==> config.mk <==
export PLATFORM = sky130hd
export DESIGN_NAME = cnt_event_gen
export DESIGN_NICKNAME = d
export VERILOG_FILES = /design/src/rtl/cnt_event_gen_pkg.sv /design/src/rtl/evt_debounce.sv /design/src/rtl/cnt_event_gen.sv
export SDC_FILE = /design/constraint.sdc
export NUM_CORES = 1
export LEC_CHECK = 0
export CORE_MARGIN = 2
export CORE_UTILIZATION = 40
export DETAILED_ROUTE_END_ITERATION = 7
export GPL_ROUTABILITY_DRIVEN = 1
export GPL_TIMING_DRIVEN = 0
export REMOVE_ABC_BUFFERS = 1
export SLEW_MARGIN = 15
export SYNTH_ARGS = -nofsm -noshare
export SYNTH_HDL_FRONTEND = slang
export SYNTH_HIERARCHICAL = 1
export SYNTH_SLANG_ARGS = --single-unit
==> constraint.sdc <==
create_clock -name CLK -period 3.4 [get_ports CLK]
set_input_delay 0.34 -clock CLK [delete_from_list [all_inputs] [get_ports CLK]]
set_output_delay 0.34 -clock CLK [all_outputs]
set_load 0.05 [all_outputs]
==> src/rtl/cnt_event_gen_pkg.sv <==
// Shared clear-FSM encoding, default parameter values and a small event-count helper
// for the counter event front-end.
package cnt_event_gen_pkg;

  typedef enum logic [1:0] {
    IDLE  = 2'd0,
    PULSE = 2'd1,
    ACK   = 2'd2
  } clr_state_e;

  localparam int DEF_SYNC_STAGES = 2;
  localparam int DEF_DEB_CYCLES  = 4;
  localparam int DEF_DEB_W       = 3;
  localparam int DEF_DROP_W      = 8;

  function automatic logic [1:0] count3(input logic a, input logic b, input logic c);
    return {1'b0, a} + {1'b0, b} + {1'b0, c};
  endfunction

endpackage

==> src/rtl/evt_debounce.sv <==
// Raw-input synchroniser, debounce filter and rising-edge detect.
// o_rise is high for the one cycle after the filtered level goes 0->1.
module evt_debounce #(
  parameter int SYNC_STAGES = 2,
  parameter int DEB_CYCLES  = 4,
  parameter int DEB_W       = 3
) (
  input  logic CLK,
  input  logic RSTN,
  input  logic i_raw,
  output logic o_rise
);

  logic [SYNC_STAGES-1:0] r_sync;
  logic [DEB_W-1:0]       r_cnt;
  logic                   r_filt;
  logic                   r_filt_d;
  logic                   w_synced;

  assign w_synced = r_sync[SYNC_STAGES-1];

  always_ff @(posedge CLK or negedge RSTN) begin
    if (!RSTN) begin
      r_sync <= '0;
    end else begin
      r_sync <= {r_sync[SYNC_STAGES-2:0], i_raw};
    end
  end

  // The filtered level only follows the synced value after DEB_CYCLES disagreeing cycles in a row.
  always_ff @(posedge CLK or negedge RSTN) begin
    if (!RSTN) begin
      r_cnt    <= '0;
      r_filt   <= 1'b0;
      r_filt_d <= 1'b0;
    end else begin
      r_filt_d <= r_filt;
      if (w_synced == r_filt) begin
        r_cnt <= '0;
      end else if (r_cnt == DEB_W'(DEB_CYCLES - 1)) begin
        r_filt <= w_synced;
        r_cnt  <= '0;
      end else begin
        r_cnt <= r_cnt + DEB_W'(1);
      end
    end
  end

  assign o_rise = r_filt & ~r_filt_d;

endmodule

==> src/rtl/cnt_event_gen.sv <==
// Counter front-end: clean UP_ENABLE/UP_ENABLE2/CLEAR pulses from raw events and a clear
// request, with same-cycle arbitration, clear handshake and a saturating dropped-event count.
module cnt_event_gen
  import cnt_event_gen_pkg::*;
#(
  parameter int SYNC_STAGES = DEF_SYNC_STAGES,
  parameter int DEB_CYCLES  = DEF_DEB_CYCLES,
  parameter int DEB_W       = DEF_DEB_W,
  parameter int DROP_W      = DEF_DROP_W
) (
  input  logic              CLK,
  input  logic              RSTN,
  input  logic              EVT_A_RAW,
  input  logic              EVT_B_RAW,
  input  logic              CLR_REQ,
  output logic              UP_ENABLE,
  output logic              UP_ENABLE2,
  output logic              CLEAR,
  output logic              CLR_ACK,
  output logic [DROP_W-1:0] DROP_CNT
);

  logic              w_rise_a;
  logic              w_rise_b;
  clr_state_e        r_state;
  clr_state_e        w_state_nxt;
  logic              r_pend_b;
  logic              r_up;
  logic              r_up2;
  logic              r_clear;
  logic              r_ack;
  logic [DROP_W-1:0] r_drop_cnt;
  logic              w_in_clear;
  logic              w_up_nxt;
  logic              w_up2_nxt;
  logic              w_pend_nxt;
  logic [1:0]        w_drop_n;
  logic [DROP_W:0]   w_drop_sum;
  logic [DROP_W-1:0] w_drop_nxt;

  evt_debounce #(.SYNC_STAGES(SYNC_STAGES), .DEB_CYCLES(DEB_CYCLES), .DEB_W(DEB_W)) u_deb_a (
    .CLK    (CLK),
    .RSTN   (RSTN),
    .i_raw  (EVT_A_RAW),
    .o_rise (w_rise_a)
  );

  evt_debounce #(.SYNC_STAGES(SYNC_STAGES), .DEB_CYCLES(DEB_CYCLES), .DEB_W(DEB_W)) u_deb_b (
    .CLK    (CLK),
    .RSTN   (RSTN),
    .i_raw  (EVT_B_RAW),
    .o_rise (w_rise_b)
  );

  always_comb begin
    w_state_nxt = r_state;
    case (r_state)
      IDLE:    if (CLR_REQ) w_state_nxt = PULSE;
      PULSE:   w_state_nxt = ACK;
      ACK:     if (!CLR_REQ) w_state_nxt = IDLE;
      default: w_state_nxt = IDLE;
    endcase
  end

  // The clear cycle swallows every pending increment; a coincident B is deferred one cycle.
  always_comb begin
    w_in_clear = (r_state == PULSE);
    w_up_nxt   = !w_in_clear && w_rise_a;
    w_up2_nxt  = !w_in_clear && (r_pend_b || (w_rise_b && !w_rise_a));
    w_pend_nxt = !w_in_clear && w_rise_a && w_rise_b;
    w_drop_n   = w_in_clear ? count3(w_rise_a, w_rise_b, r_pend_b) : 2'd0;
    w_drop_sum = {1'b0, r_drop_cnt} + {{(DROP_W-1){1'b0}}, w_drop_n};
    w_drop_nxt = w_drop_sum[DROP_W] ? '1 : w_drop_sum[DROP_W-1:0];
  end

  always_ff @(posedge CLK or negedge RSTN) begin
    if (!RSTN) begin
      r_state    <= IDLE;
      r_pend_b   <= 1'b0;
      r_up       <= 1'b0;
      r_up2      <= 1'b0;
      r_clear    <= 1'b0;
      r_ack      <= 1'b0;
      r_drop_cnt <= '0;
    end else begin
      r_state    <= w_state_nxt;
      r_pend_b   <= w_pend_nxt;
      r_up       <= w_up_nxt;
      r_up2      <= w_up2_nxt;
      r_clear    <= w_in_clear;
      r_ack      <= (r_state == ACK);
      r_drop_cnt <= w_drop_nxt;
    end
  end

  assign UP_ENABLE  = r_up;
  assign UP_ENABLE2 = r_up2;
  assign CLEAR      = r_clear;
  assign CLR_ACK    = r_ack;
  assign DROP_CNT   = r_drop_cnt;

endmodule

==> reports/summary.json <==
{
  "timing.critical_path.max_delay_family": "adder cells",
  "antenna-diode-count": 0,
  "post-cts-setup-buffer-count": 0,
  "capturing_point_of_the_worst_reg2reg_path": "DROP_CNT[6]",
  "final_cell_mix": "29 x sky130_fd_sc_hd__dfrtp_1, 15 x sky130_fd_sc_hd__clkdlybuf4s50_1, 5 x sky130_fd_sc_hd__clkbuf_4",
  "fin_crit_ns": 2.56,
  "timing_hold_violations_final": 0,
  "worst_voltage_drop_across_the_vdd_grid_v": 0.000430,
  "clock_sink_count": 29,
  "cts-root-buf": "sky130_fd_sc_hd__clkbuf_4",
  "worst_setup_path_start_kind": "flop",
  "core-area_um2": 2810,
  "seq_area_um2": 726,
  "ys_ff_latch": 29,
  "fill_cells": 262,
  "critPathKind": "reg2reg",
  "postCtsHoldBufs": 0,
  "final_max_slew_viol_count": 0,
  "drv.max_cap_violation_count": 0,
  "synth.lib_cells_used.distinct": 35,
  "critical_path.cell_chain": "nor2b_1 > fa_1 > and2_1 > ha_1 > inv_1 > fa_1 > and3b_2 > a31oi_1 > a41oi_1",
  "post_route_cells_drive_above_1_share_pct": 18.4,
  "cell_with_the_largest_stage_delay_on_the_worst_path": "sky130_fd_sc_hd__fa_1",
  "final_net_count": 124,
  "synthCells": 90,
  "grt_util_all_layers_pct": 13.0,
  "drt-vias-per-instance": 5.01,
  "status": "completed",
  "power.total_mw": 1.17,
  "grt_pass1_vias": 763,
  "detailed_place.area_um2": 1400,
  "antenna_found_initial": 0,
  "timing_worst_slew_pin_value_ns": 0.619,
  "layout.cells.most_common": "sky130_fd_sc_hd__dfrtp_1",
  "layout_setup_ws_ns": 0.836,
  "postSynth.asyncResetShare_pct": 100,
  "clkSlewWorstSetupHoldPaths_ns": 0.09,
  "post_synth_edffs": 0,
  "min_path_type": "in2async",
  "cp_common_cell": "sky130_fd_sc_hd__fa_1",
  "grt_max_degree": 30,
  "rsz_0062_raised_after_global_routing": "false",
  "synth-main-ff-cell": "sky130_fd_sc_hd__dfrtp_1",
  "dp_slack_ns": 0.822,
  "design.die.area_um2": 3480,
  "cts_inserted_buffers": 5,
  "detail_route.wirelength_um": 1800,
  "route.antenna.remaining_nets": 0,
  "crit_path_end_kind": "flop",
  "gpl_wtd_cong": 0.659,
  "remaining_drc_errors": 0,
  "finalCoreUtilization_pct": 51.9,
  "row_count": 19,
  "place.port_buffers": 16,
  "postSynthAreaPerCell_um2": 13.4,
  "dp_hpwl_um": 1290,
  "tritoncts": "built",
  "detailedRoute.firstPassIterationCount": 4,
  "ios": 17,
  "postCtsResizedCells": 0,
  "die_height_um": 59.0,
  "grt_pass1_wl_um": 3220,
  "part_of_the_yosys_area_used_for_sequential_elements_pct": 60.0,
  "drt-initial-drc-count": 15,
  "yosysWarnings": 6,
  "clkLatencyLatePin_ns": 0.33,
  "clock_tree_skew_after_final_layout_ns": 0.00925,
  "mappedNetlistArea_um2": 1210,
  "cts_htree_levels": 2,
  "powerDensity_nw_per_um2": 805,
  "timing.critical_path.arrival_ns": 2.80,
  "layout_worst_path_cycle_share_pct": 75.4,
  "timing.max_slew.rel_slack_pct": 58.7,
  "wl_per_cell_um": 12.4,
  "worst_path_largest_cell_delay_ns": 0.53,
  "fmax_mhz": 390,
  "final-setup-viol-count": 0,
  "grt_remaining_overflow": 0,
  "die_width_um": 59.0,
  "critical_path_fanouts_max": 4,
  "final_area_um2": 1460,
  "num_vias": 727,
  "cts_max_path_buffers": 2,
  "reg2reg_slack_ns": 0.84,
  "finalSetupTns_ns": 0,
  "syn_to_final_growth_pct": 20.3,
  "critical_path_required_ns": 3.64,
  "multiInputGateArea_um2": 469,
  "leakagePower_nw": 0.666,
  "critical_path_buf_inv_count": 1,
  "worstRegToRegCells": 9,
  "initial_core_utilization_pct": 43.1,
  "timing.rr.start": "u_deb_a/r_filt"
}
==> how the worst max path moves through the flow <==
| stage | to | start | slack, ns | depth (start not counted) |
|---|---|---|---|---|
| finish | DROP_CNT[6] | u_deb_a/r_filt | 0.84 | 9 |
| detailed placement | DROP_CNT[6] | u_deb_a/r_filt | 0.82 | 9 |
| global route | DROP_CNT[6] | u_deb_a/r_filt | 0.70 | 9 |
| floorplan | DROP_CNT[6] | u_deb_a/r_filt | 1.0 | 9 |
| CTS | DROP_CNT[6] | u_deb_a/r_filt | 0.80 | 9 |
| global placement | DROP_CNT[6] | u_deb_a/r_filt | 0.87 | 9 |
==> cell type report <==
class	instances	share of cell area (%)
clock buffer	6	2.84
inverter	4	1.03
tap	31	2.67
sequential	29	49.9
timing repair buffer	16	10.7
clock inverter	2	0.688
multi-input combinational	57	32.2
==> Yosys cell counts (2+ instances only) <==
library cell | number | area (um^2)
sky130_fd_sc_hd__inv_1 | 4 | 15.0
sky130_fd_sc_hd__mux2_2 | 2 | 22.5
sky130_fd_sc_hd__nand3_1 | 2 | 10.0
sky130_fd_sc_hd__nand3b_1 | 2 | 15.0
sky130_fd_sc_hd__dfrtp_1 | 29 | 726
sky130_fd_sc_hd__o21ai_0 | 2 | 10.0
sky130_fd_sc_hd__a21oi_1 | 2 | 10.0
sky130_fd_sc_hd__nor2_1 | 2 | 7.51
sky130_fd_sc_hd__nand2_1 | 4 | 15.0
sky130_fd_sc_hd__nor3b_1 | 3 | 22.5
sky130_fd_sc_hd__nor2b_1 | 4 | 25.0
sky130_fd_sc_hd__nor2b_4 | 2 | 27.5
sky130_fd_sc_hd__nor3b_2 | 2 | 25.0
sky130_fd_sc_hd__and2_1 | 2 | 12.5
sky130_fd_sc_hd__xnor2_1 | 2 | 17.5
sky130_fd_sc_hd__fa_1 | 2 | 40.0
sky130_fd_sc_hd__ha_1 | 4 | 50.1
sky130_fd_sc_hd__nor3_1 | 2 | 10.0
sky130_fd_sc_hd__o21a_1 | 2 | 15.0
==> registers in the layout (all words and copies together) (netlist names), 2 cells and up <==
name	count
DROP_CNT	8
u_deb_a/r_sync	2
u_deb_a/r_cnt	3
u_deb_b/r_cnt	3
u_deb_b/r_sync	2
r_state	2
==> cells by family (layout without fill, tap and decap cells) <==
family          after synthesis  after routing  synth area share, %
compound gates               10             10                 5.48
flops                        29             29                 60.0
fa+ha+maj                     6              6                 7.45
xor+xnor                      3              3                 2.17
mux                           3              3                 2.79
simple gates                 35             35                 20.9
buf+inv                       4             28                 1.24
==> stage by stage <==
stage / hold WS, ns / std cells
after global routing: 0.0503 / 145
after detailed placement: 0.338 / 137
after CTS: 0.0272 / 145
after floorplan: 0.0444 / 90
after global placement: 0.333 / 137
final: 0.0202 / 145
==> power breakdown <==
group	internal, mW	total [mW]	switching [mW]
registers	0.445	0.514	0.0686
logic	0.188	0.465	0.277
clock network	0.0785	0.193	0.114
total	0.711	1.17	0.460
==> metal layers <==
layer	routed length (um)	GRT usage (%)	up-vias	part of all wire (%)
li1	-	-	356	-
met2	802	19.5	15	45
met1	858	15.3	349	48
met3	88	6.55	7	4.9
met4	48	6.82	0	2.7
met5	0	0	-	0
Power figures use the tool's default switching activity.
==> patch: new RTL, config.mk and constraints unchanged <==
Encoding of `clr_state_e`: now one-hot (3 bits for 3 states).
--- a/src/rtl/cnt_event_gen_pkg.sv
+++ b/src/rtl/cnt_event_gen_pkg.sv
@@ -2,10 +2,10 @@
 // for the counter event front-end.
 package cnt_event_gen_pkg;
 
-  typedef enum logic [1:0] {
-    IDLE  = 2'd0,
-    PULSE = 2'd1,
-    ACK   = 2'd2
+  typedef enum logic [2:0] {
+    IDLE  = 3'b001,
+    PULSE = 3'b010,
+    ACK   = 3'b100
   } clr_state_e;
 
   localparam int DEF_SYNC_STAGES = 2;
Function: same outputs for any inputs over 10 cycles, from zero or initial values and one cycle with RSTN low; not proved beyond that.
==> patch against the unedited design <==
  * Power down 8.7%
  * Highest routed layer unchanged
  * Combinational power shrank 24%
  * Cell area increased by 1.5%
  * Routed wire length is 3.3% higher
  * Final cell count increased by 1.4%
  * Sequential cell count rose by 1
  * Setup slack worse by 0.065 ns
  * Largest power group unchanged
  * Worst hold slack better by 0.025 ns
  * Synthesized area is 1.0% higher
  * First-iteration DRC count increased to 2.5 times the old value
  * Global-route usage up 0.61 points
==> patch: results (changes against the unedited design) <==
Run status
  • Status: finished clean

Timing
  • Clock skew: 0.00618 ns (-0.00307 ns)
  • Rel. slew slack: 56.3% (-2.4 points)
  • Period utilisation layout: 77.3% (+1.9 points)

Critical path
  • WP data arrival: 2.84 ns (+0.04 ns)
  • R2R cell count: 8 (-1)
  • CP Max Fanout: 5 (+1)

Synthesis
  • Synth cell types: 28 (-20%)
  • Top cells by area, synth: dfrtp_1, ha_1, mux2_2
  • Most instantiated cells after synthesis: dfrtp_1, inv_1
  • Seq/Total Area, Yosys: 61.5% (+1.5 points)

Clocking
  • Post-CTS Setup Inserts: 0 (unchanged)
  • Resized Gates After CTS: 0 (unchanged)
  • CTS Buf Count: 5 (unchanged)
  • Clk_lat worst skew: 0.31 ns (-0.02 ns)

Placed design
  • Gpl congestion: 0.640 (-2.8%)
  • DP Wirelength: 1340 um (+4.1%)
  • Setup WS pre-CTS: 0.785 ns (-0.0366 ns)

Global route
  • GR Util All Layers: 13.6% (+0.61 points)
  • First-pass GRT wire length: 3440 um (+7.1%)
  • Largest net degree at the start of global routing: 31 (+3.3%)
  • Vias in the first global route: 775 (+1.6%)

Cells and area
  • Fill count: 274 (+4.6%)

Pwr
  • Leakage: 0.679 nW (+1.9%)
  • VDD IR-drop max: 0.000240 V (-44%)

Drt
  • Via count: 749 (+3.0%)
  • First-iteration detailed-routing DRC count: 38 (+23)
  • DR WL/cell: 12.6 um (+1.9%)
-- patch: cell types whose count changed after synthesis, moves of 2 or more --
| cell | change |
|---|---|
| nand3_1 | +2 |
| nand3b_1 | -2 |
| nor2b_1 | -2 |
| mux2_2 | +2 |
-- patch: per-stage QoR --
stage,cell area (um2),instances,util (%),hold WS (ns)
6_report,1480,147,49.6,0.0455
5_1_grt,1480,147,49.6,0.0804
4_1_cts,1480,147,49.6,0.0588
3_5_place_dp,1420,139,47.6,0.337
3_3_place_gp,1420,139,47.8,0.334
2_1_floorplan,1220,90,-,0.0444
-- patch: cell families after synthesis --
logic type	after synthesis	share of synthesized area, %
muxes	4	3.68
xor gates and xnor gates	3	2.15
buffers and inverters	5	1.54
adders and majority gates	6	7.37
and+or+nand+nor	35	20.5
DFF	30	61.5
AOI/OAI and AO/OA	7	3.28
-- patch: cell type report --
cell class	count	share of cell area [%]
Timing Repair Buffer	16	10.5
Clock buffer	8	3.98
Tap cell	33	2.79
Inverter	5	1.27
Sequential cell	30	50.9
Multi-Input combinational cell	55	30.6
-- patch: where the power goes --
| part | total, W | leakage [nW] | switching, W | internal, W |
|---|---|---|---|---|
| Clock | 0.000210 | 0.0326 | 0.000108 | 0.000102 |
| Sequential | 0.000508 | 0.387 | 0.0000579 | 0.000450 |
| Combinational | 0.000352 | 0.259 | 0.000205 | 0.000147 |
| Total | 0.00107 | 0.679 | 0.000371 | 0.000699 |
-- patch: routing by layer --
metal | track usage [%] | vias to the layer above | part of all wire, %
met3 | 5.90 | 2 | 4.8
li1 | - | 352 | -
met2 | 21.5 | 21 | 52
met5 | 0 | - | 0
met1 | 15.8 | 374 | 43
met4 | 6.82 | 0 | 0.86
